$ cat src/rtl/kernel_stream_driver_pkg.sv
// Shared types and helpers for the kernel stream driver and its output FIFO.
package kernel_stream_driver_pkg;

  typedef enum logic [1:0] {S_IDLE, S_RUN, S_DRAIN, S_DONE} state_t;

  localparam int DATAW_DEF = 32;
  localparam int CNTW_DEF  = 16;

  function automatic int clog2(input int v);
    int r;
    for (r = 0; (1 << r) < v; r++) ;
    return r;
  endfunction

endpackage

$ cat src/rtl/kernel_stream_driver_fifo.sv
// Show-ahead FIFO: rdata is always the head entry, count tracks occupancy.
module sync_fifo_fwft
  import kernel_stream_driver_pkg::*;
#(
  parameter int DATAW = DATAW_DEF,
  parameter int DEPTH = 8
) (
  input  logic                       clk,
  input  logic                       rst,
  input  logic                       push,
  input  logic [DATAW-1:0]           wdata,
  input  logic                       pop,
  output logic [DATAW-1:0]           rdata,
  output logic [clog2(DEPTH):0]      count
);
  localparam int AW = clog2(DEPTH);

  logic [DATAW-1:0] mem [DEPTH];
  logic [AW-1:0]    wptr, rptr;

  always_ff @(posedge clk or posedge rst) begin
    if (rst) begin
      for (int i = 0; i < DEPTH; i++) mem[i] <= '0;
      wptr  <= '0;
      rptr  <= '0;
      count <= '0;
    end else begin
      if (push) begin
        mem[wptr] <= wdata;
        wptr      <= wptr + AW'(1);
      end
      if (pop) rptr <= rptr + AW'(1);
      count <= count + (AW+1)'(push) - (AW+1)'(pop);
    end
  end

  assign rdata = mem[rptr];

  // The driver's room check must make both of these unreachable.
  always_ff @(posedge clk) begin
    if (!rst) begin
      assert (!(push && !pop && count == (AW+1)'(DEPTH)));
      assert (!(pop && count == '0));
    end
  end

endmodule

$ cat src/rtl/kernel_stream_driver.sv
// Host-side driver for a stall-controlled fixed-latency kernel: feeds input,
// tracks in-flight items and collects results into an output FIFO.
module kernel_stream_driver
  import kernel_stream_driver_pkg::*;
#(
  parameter int DATAW      = DATAW_DEF,
  parameter int KLAT       = 4,
  parameter int FIFO_DEPTH = 8,
  parameter int CNTW       = CNTW_DEF
) (
  input  logic             clk,
  input  logic             rst,
  input  logic             start,
  input  logic [CNTW-1:0]  nitems,
  input  logic [DATAW-1:0] in_data,
  input  logic             in_valid,
  output logic             in_ready,
  output logic [DATAW-1:0] k_vin,
  output logic             k_stall,
  input  logic [DATAW-1:0] k_vout,
  output logic [DATAW-1:0] out_data,
  output logic             out_valid,
  input  logic             out_ready,
  output logic             busy,
  output logic             done
);
  localparam int AW = clog2(FIFO_DEPTH);

  state_t          state;
  logic [CNTW-1:0] n_q, issued, popped;
  logic [KLAT-1:0] vbit;
  logic [AW:0]     inflight, fcount;
  logic            room, adv, issue, push, pop;

  // Conservative: a same-cycle pop is not credited, so no overflow is possible.
  assign room = ({1'b0, fcount} + {1'b0, inflight}) < (AW+2)'(FIFO_DEPTH);

  always_comb begin
    adv = 1'b0;
    case (state)
      S_RUN:   adv = room && in_valid;
      S_DRAIN: adv = room && (inflight != '0);
      default: adv = 1'b0;
    endcase
  end

  assign issue     = adv && (state == S_RUN);
  assign in_ready  = issue;
  assign k_stall   = !adv;
  assign k_vin     = issue ? in_data : '0;
  assign push      = adv && vbit[KLAT-1];
  assign out_valid = (fcount != '0);
  assign pop       = out_valid && out_ready;
  assign busy      = (state == S_RUN) || (state == S_DRAIN);
  assign done      = (state == S_DONE);

  always_ff @(posedge clk or posedge rst) begin
    if (rst) begin
      vbit     <= '0;
      inflight <= '0;
    end else begin
      if (adv) vbit <= KLAT'({vbit, issue});
      inflight <= inflight + (AW+1)'(issue) - (AW+1)'(push);
    end
  end

  // RUN leaves on the edge of the final issue so no extra item slips in.
  always_ff @(posedge clk or posedge rst) begin
    if (rst) begin
      state  <= S_IDLE;
      n_q    <= '0;
      issued <= '0;
      popped <= '0;
    end else begin
      if (pop) popped <= popped + CNTW'(1);
      case (state)
        S_IDLE: if (start) begin
          if (nitems != '0) begin
            n_q    <= nitems;
            issued <= '0;
            popped <= '0;
            state  <= S_RUN;
          end else begin
            state  <= S_DONE;
          end
        end
        S_RUN: if (issue) begin
          issued <= issued + CNTW'(1);
          if (issued + CNTW'(1) == n_q) state <= S_DRAIN;
        end
        S_DRAIN: if (pop && (popped + CNTW'(1) == n_q)) state <= S_DONE;
        default: state <= S_IDLE;
      endcase
    end
  end

  sync_fifo_fwft #(.DATAW(DATAW), .DEPTH(FIFO_DEPTH)) u_fifo (
    .clk   (clk),
    .rst   (rst),
    .push  (push),
    .wdata (k_vout),
    .pop   (pop),
    .rdata (out_data),
    .count (fcount)
  );

endmodule

$ cat config.mk
export PLATFORM = sky130hd
export DESIGN_NAME = kernel_stream_driver
export DESIGN_NICKNAME = d
export VERILOG_FILES = /design/src/rtl/kernel_stream_driver_pkg.sv /design/src/rtl/kernel_stream_driver_fifo.sv /design/src/rtl/kernel_stream_driver.sv
export SDC_FILE = /design/constraint.sdc
export NUM_CORES = 1
export LEC_CHECK = 0
export BUFFER_PORTS_ARGS = -buffer_cell sky130_fd_sc_hd__buf_2
export CAP_MARGIN = 10
export CORE_MARGIN = 2
export CORE_UTILIZATION = 50
export DETAILED_ROUTE_END_ITERATION = 12
export GPL_TIMING_DRIVEN = 0
export MAX_ROUTING_LAYER = met4
export PLACE_DENSITY_LB_ADDON = 0.3
export SYNTH_ARGS = -nofsm -noshare
export SYNTH_HDL_FRONTEND = slang
export SYNTH_SLANG_ARGS = --single-unit
$ cat constraint.sdc
create_clock -name clk -period 25.3 [get_ports clk]
set_input_delay 3.795 -clock clk [delete_from_list [all_inputs] [get_ports clk]]
set_output_delay 3.795 -clock clk [all_outputs]
set_load 0.05 [all_outputs]
==> impl_metrics.tcl <==
set metrics [dict create \
    fillers 2534 \
    finalSetupViolations 0 \
    viasPerCell 5.617 \
    tritoncts "yes" \
    synth.area.top_cells "dfrtp_1 51%, mux2_2 19%, mux4_2 9.1%" \
    path_class "primary input to output pin" \
    first_pass_iters 5 \
    min_to "vbit[1]$_DFFE_PP0N_" \
    endpoint_kind "output pin" \
    synth_common_cells "324 x dfrtp_1, 269 x mux2_2, 65 x mux4_2" \
    yosysWarnings 0 \
    finalWeightedCongestion 0.9012 \
    io_buffers 153 \
    wl_mm 35.25 \
    final_nets 1464 \
    die_y_um 183.2 \
    period_needed_ps 9609 \
    cts.path.max_buffers 3 \
    synthesis.area_um2 16050 \
    fin_crit_sh 0.3798 \
    dp_hpwl_mm 23.67 \
    antenna_found_initial 2 \
    synth_top_area_frac 0.5051 \
    critPathMaxFanout 11 \
    coreArea_um2 31560 \
    drtIter0Drc 550 \
    cts.sinks 324 \
    finClkSkew_ps 19.73 \
    hold_start "vbit[0]$_DFFE_PP0N_" \
    cts_htree_levels 2 \
    synth_fa_ha_area_frac 0.01886 \
    synthDistinctLibCells 63 \
    finalSetupTns_ps 0 \
    p_per_area_nw_per_um2 96.84 \
    synth-compound-area-share 0.03025 \
    io_pins 154 \
    synth_edf_count 0 \
    synth_seq_cells 324 \
    worstReg2RegStart "state[1]$_DFFE_PP0P_" \
    grt-ovfl-total 0 \
    cts_resized 0 \
    die_area_um2 33550 \
    seq_area_frac_synth 0.5051 \
    hold_class "flop to flop" \
    fin_util 0.5887 \
    rows 65 \
    clock.fmax_mhz 104.1 \
    hold_buffers 0 \
    hold_depth 2 \
    cp-start-kind "primary input" \
    max_cap_violations 0 \
    wl_per_cell_um 19.78 \
    clk_pin_slew_worst_paths_ps 50 \
    area_growth_syn_to_layout_pct 15.73 \
    synthSimpleGateAreaFrac 0.06969 \
    worstMarginPinSlew_ps 1045 \
    grt_pass1_wl_mm 57.47 \
    start_util 0.5086 \
    cts_root_buffer "clkbuf_16" \
    rsz0062_at_grt "false" \
    synthCells 1162 \
    r2r_cells 10 \
    grt_max_degree 108 \
    finalHoldViolCount 0 \
    maxSlewViolCount 0 \
    synth_flop_cell "dfrtp_1" \
    cts_made_buffers 36 \
    die_w_um 183.2 \
    grt_pass1_vias 10660 \
    grt_usage 0.2233 \
    stdcell_area_um2 18580 \
    ys_async_sr_fraction 1.000 \
    crit_arrival_ps 5810 \
    irDropWorstVdd_uv 47.18 \
    syn_avg_cell_area_um2 13.81 \
    synth_fp_nets 1270 \
    routed-via-count 10010 \
    drtAntennaViolNets 0 \
    slew_headroom 0.3034 \
    p_leak_uw 0.009090 \
    r2r_slack_ps 21670 \
    place_area_um2 17410 \
    synth_top_family_by_area "multiplexers" \
    synth_area_leader_cell "dfrtp_1" \
    synth.most_common_cell "dfrtp_1" \
    drive_gt1_frac 0.4463 \
    synth_xor_area_frac 0.03679 \
    drc 0 \
    r2r-end "inflight[2]$_DFF_PP0_" \
    worstPathRequired_ps 21500 \
    outcome "completed" \
    postCtsSetupBuffers 0 \
    muxShareOfSynthArea 0.3121 \
    insertion_delay_ps 530 \
]
==> logic make-up (layout without fill, tap and decap cells) <==
kind of cell	Yosys count	after routing
simple gates	208	208
other cells	0	2
buf+inv	94	310
xor+xnor	64	64
fa+ha+maj	23	23
compound gates	79	79
flops	324	324
mux	370	370
==> registers in the layout, summed over array words and instances (netlist names) <==
register and count:
u_fifo.count 4, u_fifo.rptr 3, u_fifo.wptr 3, u_fifo.mem 256
n_q 16, inflight 4, issued 16, state 2
vbit 4, popped 16
==> layout by cell type, fill, tap and decap left out, types with 14 or more instances in the layout <==
cell type	synthesis	layout
nand3_1	14	14
a21oi_1	16	16
inv_1	29	28
nand2_1	48	48
xnor2_1	42	42
and2_1	34	34
mux2_2	269	269
nor2_1	38	38
clkbuf_1	31	36
mux2_4	30	30
buf_2	12	165
dfrtp_1	324	324
o21ai_0	32	32
ha_1	21	21
xor2_1	20	20
clkbuf_16	0	36
mux4_2	65	65
==> routing by layer <==
layer / track usage / wire length [um] / up-vias
met5: - / 0 / -
met4: 0.05120 / 665 / 0
met3: 0.03098 / 1343 / 51
met2: 0.3648 / 17240 / 221
met1: 0.2999 / 16000 / 5127
li1: - / - / 4610
==> worst max-delay path by stage <==
stage / startpoint / cells after the start / end / slack [ps]
after detailed placement: in_valid / 7 / k_vin[23] / 15600
after global placement: rst / 2 / u_fifo.mem[25]$_DFFE_PP0P_ / 9030
after CTS: in_valid / 7 / k_vin[23] / 15600
after floorplan: rst / 1 / inflight[0]$_DFF_PP0_ / 12540
final: in_valid / 7 / k_vin[23] / 15690
after global routing: in_valid / 7 / k_vin[30] / 15420
==> critical path, stage by stage <==
cell,delay [ps]
buf_2,90
nor2_1,40
a311o_1,380
nor3_1,690
clkbuf_1,380
and2_1,180
buf_2,260
==> report_power, final <==
part / internal, uW / switching, uW / leakage (uW) / total (uW)
clock: 301 / 206 / 0.000576 / 507
sequential: 614 / 77.3 / 0.00441 / 691
combinational: 273 / 327 / 0.00410 / 600
==> layout make-up <==
cell class              instances  area [um2]  share of cell area
flip-flops and latches        324        8108              0.4365
multi-input cells             744        7506              0.4041
clock buffers                  51        1057             0.05692
repair buffers                156       848.3             0.04567
well taps                     402       503.0             0.02708
plain buffers                  64       324.1             0.01745
inverters                      30       120.1            0.006466
clock inverters                 9       103.9            0.005591
diodes                          2       5.005           0.0002694
==> metrics by stage <==
step / power, uW / hold WS, ps / setup WS (ps) / cells
4_1_cts: 1817 / 474.5 / 15600 / 1780
3_3_place_gp: 1285 / 453.3 / 9032 / 1717
6_report: 1799 / 466.4 / 15690 / 1782
5_1_grt: 1893 / 500.8 / 15420 / 1782
2_1_floorplan: 1148 / 438.6 / 12540 / 1162
3_5_place_dp: 1302 / 462.4 / 15600 / 1720
Note: power is estimated with default switching activity, not from simulation.
